**src/rtl/ws2812_rx_decoder_if.sv**
```systemverilog
// Bus bundle for ws2812_rx_decoder: serial line in, decoded word and status out.
// master = stimulus/driver side, slave = decoder side.
interface ws2812_rx_decoder_if;
    logic        din;
    logic [23:0] color_out;
    logic        color_valid;
    logic        frame_err;
    logic [4:0]  bit_count;
    logic        dout;

    modport master (
        output din,
        input  color_out, color_valid, frame_err, bit_count, dout
    );

    modport slave (
        input  din,
        output color_out, color_valid, frame_err, bit_count, dout
    );
endinterface

```
**src/rtl/ws2812_rx_decoder.sv**
```systemverilog
// WS2812 one-wire NRZ receiver: decodes 24-bit GRB words, latched on a reset gap.
// Optional pass-through of bits 25+ on dout when WS2812_RX_FWD_EN is defined.
module ws2812_rx_decoder #(
    parameter int unsigned BIT_THRESH   = 30,
    parameter int unsigned MIN_HIGH     = 8,
    parameter int unsigned MAX_HIGH     = 55,
    parameter int unsigned RESET_CYCLES = 2000,
    parameter int unsigned CNT_W        = 12
) (
    input  logic                 clk,
    input  logic                 rst_n,
    ws2812_rx_decoder_if.slave   bus
);

    typedef enum logic [1:0] {
        ARM,
        WAIT,
        HIGH
    } state_t;

    localparam logic [CNT_W-1:0] RESET_C  = CNT_W'(RESET_CYCLES);
    localparam logic [CNT_W-1:0] MIN_C    = CNT_W'(MIN_HIGH);
    localparam logic [CNT_W-1:0] THRESH_C = CNT_W'(BIT_THRESH);
    localparam logic [CNT_W-1:0] MAX_C    = CNT_W'(MAX_HIGH);
    localparam logic [4:0]       FULL_C   = 5'd24;

    logic             sync1_q;
    logic             s_q;
    logic             s_prev_q;
    state_t           state_q,       state_d;
    logic [CNT_W-1:0] low_cnt_q,     low_cnt_d;
    logic [CNT_W-1:0] high_cnt_q,    high_cnt_d;
    logic [23:0]      shift_q,       shift_d;
    logic [4:0]       bit_count_q,   bit_count_d;
    logic [23:0]      color_q,       color_d;
    logic             color_valid_q, color_valid_d;
    logic             frame_err_q,   frame_err_d;

    logic             rise;
    logic [CNT_W-1:0] low_inc;
    logic [CNT_W-1:0] high_inc;
    logic             low_done;

    assign rise     = s_q & ~s_prev_q;
    // Low counter saturates at RESET_CYCLES so a long idle yields one end-of-frame event.
    assign low_inc  = (low_cnt_q == RESET_C) ? low_cnt_q : low_cnt_q + 1'b1;
    assign low_done = (low_cnt_q != RESET_C) && (low_inc == RESET_C);
    assign high_inc = high_cnt_q + 1'b1;

    always_comb begin
        state_d       = state_q;
        low_cnt_d     = low_cnt_q;
        high_cnt_d    = high_cnt_q;
        shift_d       = shift_q;
        bit_count_d   = bit_count_q;
        color_d       = color_q;
        color_valid_d = 1'b0;
        frame_err_d   = 1'b0;

        case (state_q)
            ARM: begin
                if (s_q) begin
                    low_cnt_d = '0;
                end else begin
                    low_cnt_d = low_inc;
                    if (low_done) begin
                        state_d     = WAIT;
                        bit_count_d = '0;
                    end
                end
            end

            WAIT: begin
                if (rise) begin
                    high_cnt_d = '0;
                    low_cnt_d  = '0;
                    state_d    = HIGH;
                end else if (!s_q) begin
                    low_cnt_d = low_inc;
                    if (low_done && (bit_count_q != '0)) begin
                        if (bit_count_q == FULL_C) begin
                            color_d       = shift_q;
                            color_valid_d = 1'b1;
                        end else begin
                            frame_err_d = 1'b1;
                        end
                        bit_count_d = '0;
                    end
                end
            end

            HIGH: begin
                if (!s_q) begin
                    // Pulses shorter than MIN_HIGH leave the captured word untouched.
                    state_d = WAIT;
                    if ((high_cnt_q >= MIN_C) && (bit_count_q < FULL_C)) begin
                        shift_d     = {shift_q[22:0], (high_cnt_q >= THRESH_C)};
                        bit_count_d = bit_count_q + 5'd1;
                    end
                end else begin
                    high_cnt_d = high_inc;
                    if (high_inc == MAX_C) begin
                        frame_err_d = 1'b1;
                        bit_count_d = '0;
                        low_cnt_d   = '0;
                        state_d     = ARM;
                    end
                end
            end

            default: state_d = ARM;
        endcase
    end

    always_ff @(posedge clk or negedge rst_n) begin
        if (!rst_n) begin
            sync1_q       <= 1'b0;
            s_q           <= 1'b0;
            s_prev_q      <= 1'b0;
            state_q       <= ARM;
            low_cnt_q     <= '0;
            high_cnt_q    <= '0;
            shift_q       <= '0;
            bit_count_q   <= '0;
            color_q       <= '0;
            color_valid_q <= 1'b0;
            frame_err_q   <= 1'b0;
        end else begin
            sync1_q       <= bus.din;
            s_q           <= sync1_q;
            s_prev_q      <= s_q;
            state_q       <= state_d;
            low_cnt_q     <= low_cnt_d;
            high_cnt_q    <= high_cnt_d;
            shift_q       <= shift_d;
            bit_count_q   <= bit_count_d;
            color_q       <= color_d;
            color_valid_q <= color_valid_d;
            frame_err_q   <= frame_err_d;
        end
    end

    assign bus.color_out   = color_q;
    assign bus.color_valid = color_valid_q;
    assign bus.frame_err   = frame_err_q;
    assign bus.bit_count   = bit_count_q;

`ifdef WS2812_RX_FWD_EN
    // Once 24 bits are held, the synchronised line is passed straight to the next pixel.
    assign bus.dout = s_q && (bit_count_q == FULL_C) && (state_q != ARM);
`else
    assign bus.dout = 1'b0;
`endif

endmodule

```
**src/flat_wrapper.sv**
```systemverilog
// flat-port wrapper written by rule: the top's interface ports become plain ports
module ws2812_rx_decoder_flat 
#(
    parameter int unsigned BIT_THRESH   = 30,
    parameter int unsigned MIN_HIGH     = 8,
    parameter int unsigned MAX_HIGH     = 55,
    parameter int unsigned RESET_CYCLES = 2000,
    parameter int unsigned CNT_W        = 12
)
  (clk, rst_n, bus_din, bus_color_out, bus_color_valid, bus_frame_err, bus_bit_count, bus_dout);
  ws2812_rx_decoder_if bus_i ();
  input  logic clk;
  input  logic rst_n;
  input wire logic [$bits(bus_i.din)-1:0] bus_din;
  output wire logic [$bits(bus_i.color_out)-1:0] bus_color_out;
  output wire logic [$bits(bus_i.color_valid)-1:0] bus_color_valid;
  output wire logic [$bits(bus_i.frame_err)-1:0] bus_frame_err;
  output wire logic [$bits(bus_i.bit_count)-1:0] bus_bit_count;
  output wire logic [$bits(bus_i.dout)-1:0] bus_dout;
  assign bus_i.din = bus_din;
  assign bus_color_out = bus_i.color_out;
  assign bus_color_valid = bus_i.color_valid;
  assign bus_frame_err = bus_i.frame_err;
  assign bus_bit_count = bus_i.bit_count;
  assign bus_dout = bus_i.dout;
  ws2812_rx_decoder #(.BIT_THRESH(BIT_THRESH), .MIN_HIGH(MIN_HIGH), .MAX_HIGH(MAX_HIGH), .RESET_CYCLES(RESET_CYCLES), .CNT_W(CNT_W)) u_core (.clk(clk), .rst_n(rst_n), .bus(bus_i));
endmodule
```
**config.mk**
```make
export PLATFORM = sky130hd
export DESIGN_NAME = ws2812_rx_decoder_flat
export DESIGN_NICKNAME = d
export VERILOG_FILES = /design/src/rtl/ws2812_rx_decoder_if.sv /design/src/rtl/ws2812_rx_decoder.sv /design/src/flat_wrapper.sv
export SDC_FILE = /design/constraint.sdc
export NUM_CORES = 1
export LEC_CHECK = 0
export ABC_CLOCK_PERIOD_IN_PS = 6150
export CORE_MARGIN = 10
export CORE_UTILIZATION = 35
export DETAILED_ROUTE_END_ITERATION = 12
export PLACE_DENSITY = 0.63
export RECOVER_POWER = 100
export SLEW_MARGIN = 40
export SYNTH_ARGS = -nofsm -noshare
export SYNTH_HDL_FRONTEND = slang
export SYNTH_SLANG_ARGS = --single-unit
```
**constraint.sdc**
```tcl
create_clock -name clk -period 6.15 [get_ports clk]
set_input_delay 1.845 -clock clk [delete_from_list [all_inputs] [get_ports clk]]
set_output_delay 1.845 -clock clk [all_outputs]
set_load 0.01 [all_outputs]
```
==> results of run 1 <==
critical path, stage by stage (launching register included):
cell	delay, ns
dfrtp_1	0.51
ha_1	0.33
nand3_1	0.31
or3_2	0.50
a2111oi_0	0.97
a41oi_2	0.31
nor4_4	0.49
o21ai_0	0.24
a22o_1	0.28
routing by layer:
| metal | global-route usage [%] | up-vias | routed length [microns] |
|---|---|---|---|
| met1 | 13.9 | 1525 | 4120 |
| met2 | 16.8 | 68 | 4050 |
| met4 | 5.23 | 0 | 210 |
| met3 | 4.11 | 17 | 529 |
| met5 | 0 | - | 0 |
| li1 | - | 1461 | - |
layout make-up:
type,count,share of cell area (%)
inverters,13,0.983
repair buffers,37,7.06
clock inverters,3,0.530
well taps,147,3.71
multi-input cells,268,39.7
clock buffers,13,5.65
flip-flops and latches,84,42.4
cell families (layout without fill, tap and decap cells):
| logic type | after synthesis | after routing | share of synthesized area, % |
|---|---|---|---|
| and+or+nand+nor | 117 | 117 | 15.7 |
| AOI/OAI and AO/OA | 84 | 84 | 13.8 |
| DFF | 84 | 84 | 49.3 |
| muxes | 51 | 51 | 13.4 |
| buffers and inverters | 35 | 66 | 3.69 |
| adders and majority gates | 11 | 11 | 3.22 |
| xor gates and xnor gates | 4 | 4 | 0.821 |
| other | 1 | 1 | 0.0879 |
where the power goes:
group	switching [W]	leakage (nW)	internal (W)	total, W
Clock	0.000226	0.152	0.000321	0.000547
Combinational	0.0000181	0.961	0.00000600	0.0000241
Sequential	0.00000524	1.16	0.000555	0.000560
Total	0.000249	2.28	0.000882	0.00113
worst paths after layout:
check | startpoint | endpoint | slack [ns] | cells after the start
min in group asynchronous | rst_n | u_core.high_cnt_q[1]$_DFFE_PN0P_ | 1.78 | 1
worst min-delay path | u_core.sync1_q$_DFF_PN0_ | u_core.s_q$_DFF_PN0_ | 0.35 | 0
worst min register to register | u_core.sync1_q$_DFF_PN0_ | u_core.s_q$_DFF_PN0_ | 0.35 | 0
worst max-delay path | u_core.low_cnt_q[0]$_DFFE_PN0P_ | u_core.bus.bit_count[0]$_DFFE_PN0P_ | 2.09 | 8
max in group asynchronous | rst_n | u_core.bus.color_out[6]$_DFFE_PN0P_ | 3.20 | 2
worst max register to register | u_core.low_cnt_q[0]$_DFFE_PN0P_ | u_core.bus.bit_count[0]$_DFFE_PN0P_ | 2.09 | 8
cells in the mapped netlist, types with 2 or more instances:
cell and n:
o21ai_1 3, a21o_1 4, and3_1 4, nor3b_1 2, xnor2_1 2, nor2b_1 5, buf_2 6, ha_1 11
a31oi_1 4, a22o_1 2, nand3_1 12, or4_1 3, o21ai_0 27, dfrtp_1 84, buf_4 5, a21oi_1 9
and2_1 2, a32o_1 2, nand4_1 6, nand2b_1 4, nand3_2 3, a41oi_1 2, nor3_1 6, or3_1 3
nand2_1 25, nor2_1 24, buf_1 2, o31ai_1 12, mux2i_1 2, o41ai_1 4, clkbuf_1 9, xor2_1 2
mux2_2 28, inv_1 12, a21boi_0 4, mux2_1 21
flip-flops by register name (all words and copies together) (netlist names):
name                    count
u_core.s_prev_q             1
u_core.bus.frame_err        1
u_core.high_cnt_q          12
u_core.bus.bit_count        5
u_core.bus.color_out       24
u_core.bus.color_valid      1
u_core.shift_q             24
u_core.state_q              2
u_core.s_q                  1
u_core.low_cnt_q           12
u_core.sync1_q              1
through the flow:
step | power, W | utilization, % | area [sq um]
after global routing | 0.00118 | 41.5 | 4960
final | 0.00113 | 41.5 | 4960
after global placement | 0.000595 | 39.3 | 4700
after floorplan | 0.000581 | - | 4270
after CTS | 0.00115 | 41.9 | 5010
after detailed placement | 0.000596 | 39.3 | 4700
==> reports/results.tsv, run 1 <==
stage	metric	value	unit
run_status	result of the run	finished clean	
floorplan	initial core utilization	35.7	%
cells_and_area	multi-input logic area	0.00197	sq mm
clocking	clock tree root buffer cell	clkbuf_16	
sta	maximum clock rate	246	MHz
cells_and_area	final layout net count	427	
cells_and_area	number of filler instances in the final layout	1114	
floorplan	number of placed I/O pins	35	
sta	setup repair after global routing missed its margin	false	
routing	DRC errors left	0	
cells_and_area	non-filler cells in the finished layout	565	
sta	final period demand of the worst path	4.06	ns
cells_and_area	leading cell type in the layout, fill and taps excluded	dfrtp_1	
floorplan	overall die width	130	microns
synth	Yosys warnings	0	
clocking	TritonCTS clock tree	built	
sta	minimum hold slack	0.350	ns
synth	Distinct cells, synth	67	
pwr	leakage power of the design	2.28	nW
sta	final-report max-slew violation count	0	
placed_design	DP Cell Count	549	
placed_design	dpl ws	2.97	ns
sta	period utilization	66.0	%
routing	Final Routed Wirelength	8900	microns
synth	number of nets produced by synthesis	401	
worst_setup_path	Critical Path Sink Type	flop	
clocking	CTS resizes	0	
routing	average vias per placed instance	5.44	
global_route	first-pass GRT wire length	15200	microns
routing	routed wire length per instance	15.8	microns
synth	synthesized area	0.00427	sq mm
sta	worst setup margin	2.09	ns
synth	sequential area share after synthesis	49.3	%
routing	DRT Pass-1 Iters	4	
global_route	number of global-route vias before repair	3024	
sta	final setup vio count	0	
clocking	CTS HTree Levels	3	
cells_and_area	most frequent cells in the layout	dfrtp_1 (84), dlygate4sd3_1 (32), o21ai_0 (31), mux2_2 (27), nand2_1 (25)	
global_route	pin count of the biggest net entering global routing	64	
clocking	# hold bufs at CTS	0	
synth	gate count of the mapped netlist	387	
sta	remaining max-slew budget at the tightest pin	5.98	%
routing	number of violations reported at the end of detailed-routing iteration 0	198	
synth	top cell type by total area after synthesis	dfrtp_1	
global_route	gr ovfl total	0	
worst_setup_path	highest fanout seen on the critical path	9	
sta	slew at the pin closest to its max-slew limit	1.41	ns
clocking	latest clock arrival within the worst-skew pair	0.33	ns
clocking	clk sink count	84	
synth	number of flip-flops and latches in the synthesized netlist	84	
routing	count of antenna-violating nets left after detailed routing	0	
min_path	class of the tightest hold or removal check	reg2reg	
synth	asr flop ratio synth	100	%
worst_setup_path	type of the worst setup path	reg2reg	
worst_setup_path	Crit path arrival time	4.28	ns
global_route	antenna violations before repair	0	
floorplan	vertical die dimension	130	microns
pwr	total power per unit cell area	228	mW/mm^2
routing	DR vias	3071	
cells_and_area	fraction of layout instances using a drive strength above 1	13.9	%
sta	Hold Fails Final Rpt	0	
run	Max Cap Violations	0	
placed_design	Final Wtd Congestion	0.855	
clocking	buffers from clock root to sink, at most	2	
synth	number of enable-type register cells in the synthesized netlist	0	
placed_design	half-perimeter wire length after detailed placement	6130	microns
sta	setup_tns	0	ns
cells_and_area	sequential standard cell area	0.00210	sq mm
global_route	All-Layer GR Usage	11.1	%
placed_design	buffers added on ports	33	
sta	clock skew after layout	0.00470	ns
clocking	Clock transition at path regs	0.06	ns
synth	post-synthesis average cell area	11.0	sq um
synth	synth top area cells	dfrtp_1 (49%), mux2_2 (7.4%), mux2_1 (5.5%)	
cells_and_area	area added between synthesis and finish	16.3	%
cells_and_area	antenna diode instance count	0	
clocking	clock buffers created by TritonCTS	9	
synth	leading register cell type out of synthesis	dfrtp_1	
worst_setup_path	element type at the critical path start	flop	
clocking	# Post-CTS Setup Buffers	0	
pwr	Peak supply drop	0.000183	V
floorplan	Std-Cell Core Area	0.0120	sq mm
synth	top-area cell type share of the netlist area	49.3	%
worst_setup_path	required time at the endpoint of the critical path	6.38	ns
floorplan	die area	0.0170	sq mm
floorplan	FP Rows	40	
Power figures use the tool's default switching activity.
==> run 2: changes to the inputs <==
--- a/config.mk
+++ b/config.mk
@@ -5,7 +5,7 @@
 export SDC_FILE = /design/constraint.sdc
 export NUM_CORES = 1
 export LEC_CHECK = 0
-export ABC_CLOCK_PERIOD_IN_PS = 6150
+export ABC_CLOCK_PERIOD_IN_PS = 4000
 export CORE_MARGIN = 10
 export CORE_UTILIZATION = 35
 export DETAILED_ROUTE_END_ITERATION = 12
==> constraint.sdc (replaced) <==
create_clock -name clk -period 4 [get_ports clk]
set_input_delay 1.2 -clock clk [delete_from_list [all_inputs] [get_ports clk]]
set_output_delay 1.2 -clock clk [all_outputs]
set_load 0.01 [all_outputs]
==> run 2 against run 1 <==
Compared with the run above: core utilization hardly changed; clock power is 46% higher; clock skew is 0.0014 ns higher; first-iteration DRC count is 13% higher; critical endpoint is now u_core.low_cnt_q[11]$_DFFE_PN0P_.
==> reports/results.tsv, run 2 (synthesis gave the netlist of run 1 again) <==
stage	metric	value	unit
cells_and_area	antenna diode instance count	0	
sta	final setup vio count	0	
worst_setup_path	highest fanout seen on the critical path	13	
worst_setup_path	Cell Chain, Critical Path	ha_1 -> xor2_1 -> or4b_1 -> a221oi_1 -> and3_1 -> o21ai_0 -> nand2b_1 -> o41ai_1	
worst_setup_path	Crit path arrival time	3.72	ns
pwr	Peak supply drop	0.000251	V
routing	routed wire length per instance	15.8	microns
placed_design	half-perimeter wire length after detailed placement	6200	microns
sta	final period demand of the worst path	3.51	ns
cells_and_area	final standard cell area without fillers	0.00496	sq mm
floorplan	vertical die dimension	130	microns
min_path	class of the tightest hold or removal check	reg2reg	
clocking	CTS HTree Levels	3	
global_route	first-pass GRT wire length	15100	microns
sta	final-report max-slew violation count	0	
sta	maximum clock rate	285	MHz
clocking	clk sink count	84	
cells_and_area	final layout net count	428	
cells_and_area	utilization of the core after routing	41.5	%
floorplan	overall die width	130	microns
clocking	clock tree root buffer cell	clkbuf_16	
routing	count of antenna-violating nets left after detailed routing	0	
sta	clock skew after layout	0.00610	ns
placed_design	buffers added on ports	33	
floorplan	number of placed I/O pins	35	
cells_and_area	non-filler cells in the finished layout	566	
cells_and_area	area added between synthesis and finish	16.2	%
clocking	Clock transition at path regs	0.06	ns
floorplan	initial core utilization	35.7	%
worst_setup_path	element type at the critical path start	flop	
worst_setup_path	Critical Path Sink Type	flop	
floorplan	die area	0.0170	sq mm
cells_and_area	leading cell type in the layout, fill and taps excluded	dfrtp_1	
worst_setup_path	critical path's slowest cell	or4b_1	
placed_design	placed instance area	0.00471	sq mm
sta	Hold Fails Final Rpt	0	
routing	DRT Pass-1 Iters	4	
pwr	leakage power of the design	2.28	nW
worst_setup_path	required time at the endpoint of the critical path	4.22	ns
sta	worst setup margin	0.492	ns
cells_and_area	most frequent cells in the layout	dfrtp_1 (84), dlygate4sd3_1 (32), o21ai_0 (30), mux2_2 (27), nand2_1 (25)	
sta	period utilization	87.7	%
sta	setup repair after global routing missed its margin	false	
global_route	gr ovfl total	0	
floorplan	FP Rows	40	
worst_setup_path	type of the worst setup path	reg2reg	
routing	DR vias	3062	
sta	slew at the pin closest to its max-slew limit	1.23	ns
sta	setup_tns	0	ns
routing	average vias per placed instance	5.41	
global_route	number of global-route vias before repair	3041	
floorplan	Std-Cell Core Area	0.0120	sq mm
placed_design	Final Wtd Congestion	0.882	
pwr	total power per unit cell area	342	mW/mm^2
global_route	pin count of the biggest net entering global routing	50	
clocking	TritonCTS clock tree	built	
min_path	Hold Crit Depth	0	
clocking	# hold bufs at CTS	0	
run	Max Cap Violations	0	
routing	number of violations reported at the end of detailed-routing iteration 0	223	
clocking	clock buffers created by TritonCTS	9	
placed_design	dpl ws	0.879	ns
sta	remaining max-slew budget at the tightest pin	17.2	%
clocking	# Post-CTS Setup Buffers	0	
cells_and_area	fraction of layout instances using a drive strength above 1	13.8	%
global_route	All-Layer GR Usage	11.2	%
run_status	result of the run	finished clean	
routing	Final Routed Wirelength	8950	microns
global_route	antenna violations before repair	0	
routing	DRC errors left	0	
clocking	CTS resizes	0	
worst_setup_path	slowest cell delay on critical path	0.50	ns
clocking	buffers from clock root to sink, at most	2	
clocking	latest clock arrival within the worst-skew pair	0.34	ns
worst_setup_path	depth of the most critical reg-to-reg path	8	
placed_design	DP Cell Count	550	
## run 2: changes by cell type in the layout (fill, tap and decap cells not counted), sizes merged
cell    delta
buf        +1
clkbuf     -1
inv        +1
## run 2: worst paths after layout
check | from | end | slack [ns]
max | u_core.high_cnt_q[0]$_DFFE_PN0P_ | u_core.low_cnt_q[11]$_DFFE_PN0P_ | 0.49
min | u_core.sync1_q$_DFF_PN0_ | u_core.s_q$_DFF_PN0_ | 0.35
max reg2reg | u_core.high_cnt_q[0]$_DFFE_PN0P_ | u_core.low_cnt_q[11]$_DFFE_PN0P_ | 0.49
min reg2reg | u_core.sync1_q$_DFF_PN0_ | u_core.s_q$_DFF_PN0_ | 0.35
max in group asynchronous | rst_n | u_core.low_cnt_q[0]$_DFFE_PN0P_ | 1.63
min in group asynchronous | rst_n | u_core.bus.frame_err$_DFF_PN0_ | 0.88
## run 2: per-layer routing
metal,vias up,part of all wire (%),global-route usage (%)
met5,-,0,0
met4,0,1.8,5.49
met3,12,6.0,3.67
met2,63,45,16.8
met1,1509,47,14.2
li1,1478,-,-
## run 2: worst max-delay path: cells and delay by family (launching register included)
family	cells	cell delay, ns
xor+xnor	1	0.20
simple gates	3	1.22
flops	1	0.44
fa+ha+maj	1	0.34
compound gates	3	1.17
## run 2: final cells by class
| type | instances | area [sq um] |
|---|---|---|
| well taps | 147 | 184 |
| repair buffers | 38 | 354 |
| clock inverters | 4 | 31.3 |
| multi-input cells | 268 | 1980 |
| clock buffers | 12 | 256 |
| inverters | 13 | 48.8 |
| flip-flops and latches | 84 | 2100 |
| fillers | 1120 | 7000 |
## run 2: where the power goes
part | total, W | internal (W) | switching, W | leakage, nW
combinational | 0.0000367 | 0.00000895 | 0.0000277 | 0.967
sequential | 0.000862 | 0.000853 | 0.00000833 | 1.16
clock | 0.000797 | 0.000459 | 0.000337 | 0.144
total | 0.00170 | 0.00132 | 0.000374 | 2.28
## run 2: stage by stage
stage	hold WS, ns	power [W]
3_5_place_dp	0.339	0.000917
2_1_floorplan	0.331	0.000893
6_report	0.346	0.00170
4_1_cts	0.351	0.00172
5_1_grt	0.345	0.00177
3_3_place_gp	0.335	0.000916
==> run 3: changes to the inputs <==
==> constraint.sdc (replaced) <==
create_clock -name clk -period 4 [get_ports clk]
set_input_delay 0.8 -clock clk [delete_from_list [all_inputs] [get_ports clk]]
set_output_delay 0.8 -clock clk [all_outputs]
set_load 0.01 [all_outputs]
==> run 3 against run 2 <==
Compared with the run above: the run now ends with capacitance limit, slew limit left; sequential power about the same; wire length up 1.9%; global-route usage up 0.20 points; first-iteration DRC count up 21%; critical path depth unchanged; register-to-register slack better by 0.05 ns; cell count down 0.18%; count of clock-buffer cells in the layout down 2; final area about the same; core utilization about the same; critical path type unchanged; highest routed layer unchanged.
==> reports/results.tsv, run 3 (synthesis gave the netlist of run 1 again) <==
stage	metric	value	unit
pwr	total power per unit cell area	352	mW/mm^2
sta	Hold Fails Final Rpt	0	
worst_setup_path	reg-to-reg slack, setup	0.54	ns
run_status	violated checks	capacitance limit, slew limit	
clocking	CTS resizes	0	
clocking	clk sink count	84	
placed_design	Final Wtd Congestion	0.883	
floorplan	vertical die dimension	130	microns
global_route	gr ovfl total	0	
global_route	antenna violations before repair	0	
worst_setup_path	required time at the endpoint of the critical path	4.22	ns
clocking	clock tree root buffer cell	clkbuf_16	
floorplan	number of placed I/O pins	35	
sta	final period demand of the worst path	3.46	ns
clocking	latest clock arrival within the worst-skew pair	0.34	ns
worst_setup_path	depth of the most critical reg-to-reg path	8	
routing	Final Routed Wirelength	9120	microns
cells_and_area	area added between synthesis and finish	16.3	%
routing	number of violations reported at the end of detailed-routing iteration 0	270	
placed_design	half-perimeter wire length after detailed placement	6130	microns
worst_setup_path	Crit path arrival time	3.68	ns
floorplan	FP Rows	40	
global_route	first-pass GRT wire length	15500	microns
sta	setup_tns	0	ns
pwr	share of power burned in the clock network	48.5	%
pwr	switching power total	0.000392	W
routing	DRC errors left	0	
cells_and_area	leading cell type in the layout, fill and taps excluded	dfrtp_1	
placed_design	buffers added on ports	33	
pwr	cell-internal power	0.00135	W
cells_and_area	antenna diode instance count	0	
worst_setup_path	r2r endpoint	u_core.bus.color_out[12]$_DFFE_PN0P_	
global_route	number of global-route vias before repair	3020	
worst_setup_path	Critical Path Sink Type	flop	
sta	slew at the pin closest to its max-slew limit	1.69	ns
routing	count of antenna-violating nets left after detailed routing	0	
min_path	critical hold path startpoint	u_core.sync1_q$_DFF_PN0_	
routing	DR vias	3048	
run	Max Cap Violations	1	
pwr	combinational share of power	2.1	%
floorplan	Std-Cell Core Area	0.0120	sq mm
pwr	post-route total power	0.00175	W
sta	clock skew after layout	0.00948	ns
worst_setup_path	Reg-to-Reg Start	u_core.low_cnt_q[0]$_DFFE_PN0P_	
routing	average vias per placed instance	5.39	
sta	minimum hold slack	0.363	ns
worst_setup_path	element type at the critical path start	flop	
clocking	# hold bufs at CTS	0	
global_route	pin count of the biggest net entering global routing	68	
floorplan	initial core utilization	35.7	%
clocking	CTS HTree Levels	3	
min_path	class of the tightest hold or removal check	reg2reg	
clocking	# Post-CTS Setup Buffers	0	
sta	maximum clock rate	289	MHz
global_route	All-Layer GR Usage	11.4	%
pwr	switching fraction of total power	22.5	%
cells_and_area	fraction of layout instances using a drive strength above 1	14.1	%
cells_and_area	most frequent cells in the layout	dfrtp_1 (84), dlygate4sd3_1 (32), o21ai_0 (29), mux2_2 (28), nand2_1 (25)	
clocking	Clock transition at path regs	0.06	ns
cells_and_area	final layout net count	427	
pwr	Peak supply drop	0.000319	V
floorplan	overall die width	130	microns
pwr	Flop pwr share	49.4	%
sta	final setup vio count	0	
sta	setup repair after global routing missed its margin	false	
floorplan	die area	0.0170	sq mm
sta	final-report max-slew violation count	68	
pwr	leakage power of the design	2.27	nW
sta	period utilization	86.6	%
clocking	TritonCTS clock tree	built	
clocking	clock buffers created by TritonCTS	9	
routing	DRT Pass-1 Iters	4	
cells_and_area	non-filler cells in the finished layout	565	
min_path	capture endpoint of the worst hold path	u_core.s_q$_DFF_PN0_	
run_status	result of the run	finished, violations left	
sta	remaining max-slew budget at the tightest pin	-12.5	%
placed_design	DP Cell Count	549	
clocking	buffers from clock root to sink, at most	2	
worst_setup_path	type of the worst setup path	reg2reg	
worst_setup_path	highest fanout seen on the critical path	24	
routing	routed wire length per instance	16.1	microns
min_path	Hold Crit Depth	0	
cells_and_area	utilization of the core after routing	41.5	%
run 3: layout make-up:
cell class,count,area [sq um]
clock buffers,10,229
clock inverters,6,71.3
fillers,1137,7000
inverters,13,48.8
multi-input cells,268,1980
flip-flops and latches,84,2100
well taps,147,184
repair buffers,37,345
run 3: routing by layer:
layer / wire length, microns / part of all wire, % / vias up / GRT usage (%)
met4: 139 / 1.5 / 0 / 4.32
met5: 0 / 0 / - / 0
li1: - / - / 1463 / -
met1: 4110 / 45 / 1522 / 14.4
met2: 4370 / 48 / 56 / 17.6
met3: 497 / 5.5 / 7 / 3.83
run 3: how the worst max path moves through the flow:
stage / endpoint / start
floorplan: u_core.bus.bit_count[0]$_DFFE_PN0P_ / u_core.high_cnt_q[0]$_DFFE_PN0P_
global placement: u_core.bus.color_out[15]$_DFFE_PN0P_ / u_core.low_cnt_q[0]$_DFFE_PN0P_
detailed placement: u_core.bus.bit_count[0]$_DFFE_PN0P_ / u_core.low_cnt_q[0]$_DFFE_PN0P_
CTS: u_core.bus.bit_count[0]$_DFFE_PN0P_ / u_core.low_cnt_q[0]$_DFFE_PN0P_
global route: u_core.bus.color_out[3]$_DFFE_PN0P_ / u_core.low_cnt_q[0]$_DFFE_PN0P_
finish: u_core.bus.color_out[12]$_DFFE_PN0P_ / u_core.low_cnt_q[0]$_DFFE_PN0P_
run 3: worst max-delay path, cell delays in order (launching register included):
cell and delay (ns):
dfrtp_1 0.52, ha_1 0.35, nand3_1 0.30, or3_1 0.46, a2111oi_4 0.48, nand2_1 0.15
nor3_4 0.12, clkbuf_2 0.56, mux2_2 0.40
run 3: power groups by stage:
stage / clock network [W] / registers [W] / logic, W
after floorplan: 0 / 0.000872 / 0.0000208
after global placement: 0 / 0.000877 / 0.0000380
after detailed placement: 0 / 0.000877 / 0.0000393
after CTS: 0.000875 / 0.000861 / 0.0000400
after global routing: 0.000907 / 0.000862 / 0.0000434
final: 0.000847 / 0.000862 / 0.0000368
run 3: metrics by stage:
stage | setup WS (ns) | area [sq um]
after floorplan | 1.27 | 4270
after global placement | 0.881 | 4700
after detailed placement | 0.874 | 4700
after CTS | 0.789 | 5000
after global routing | 0.365 | 4960
final | 0.537 | 4960
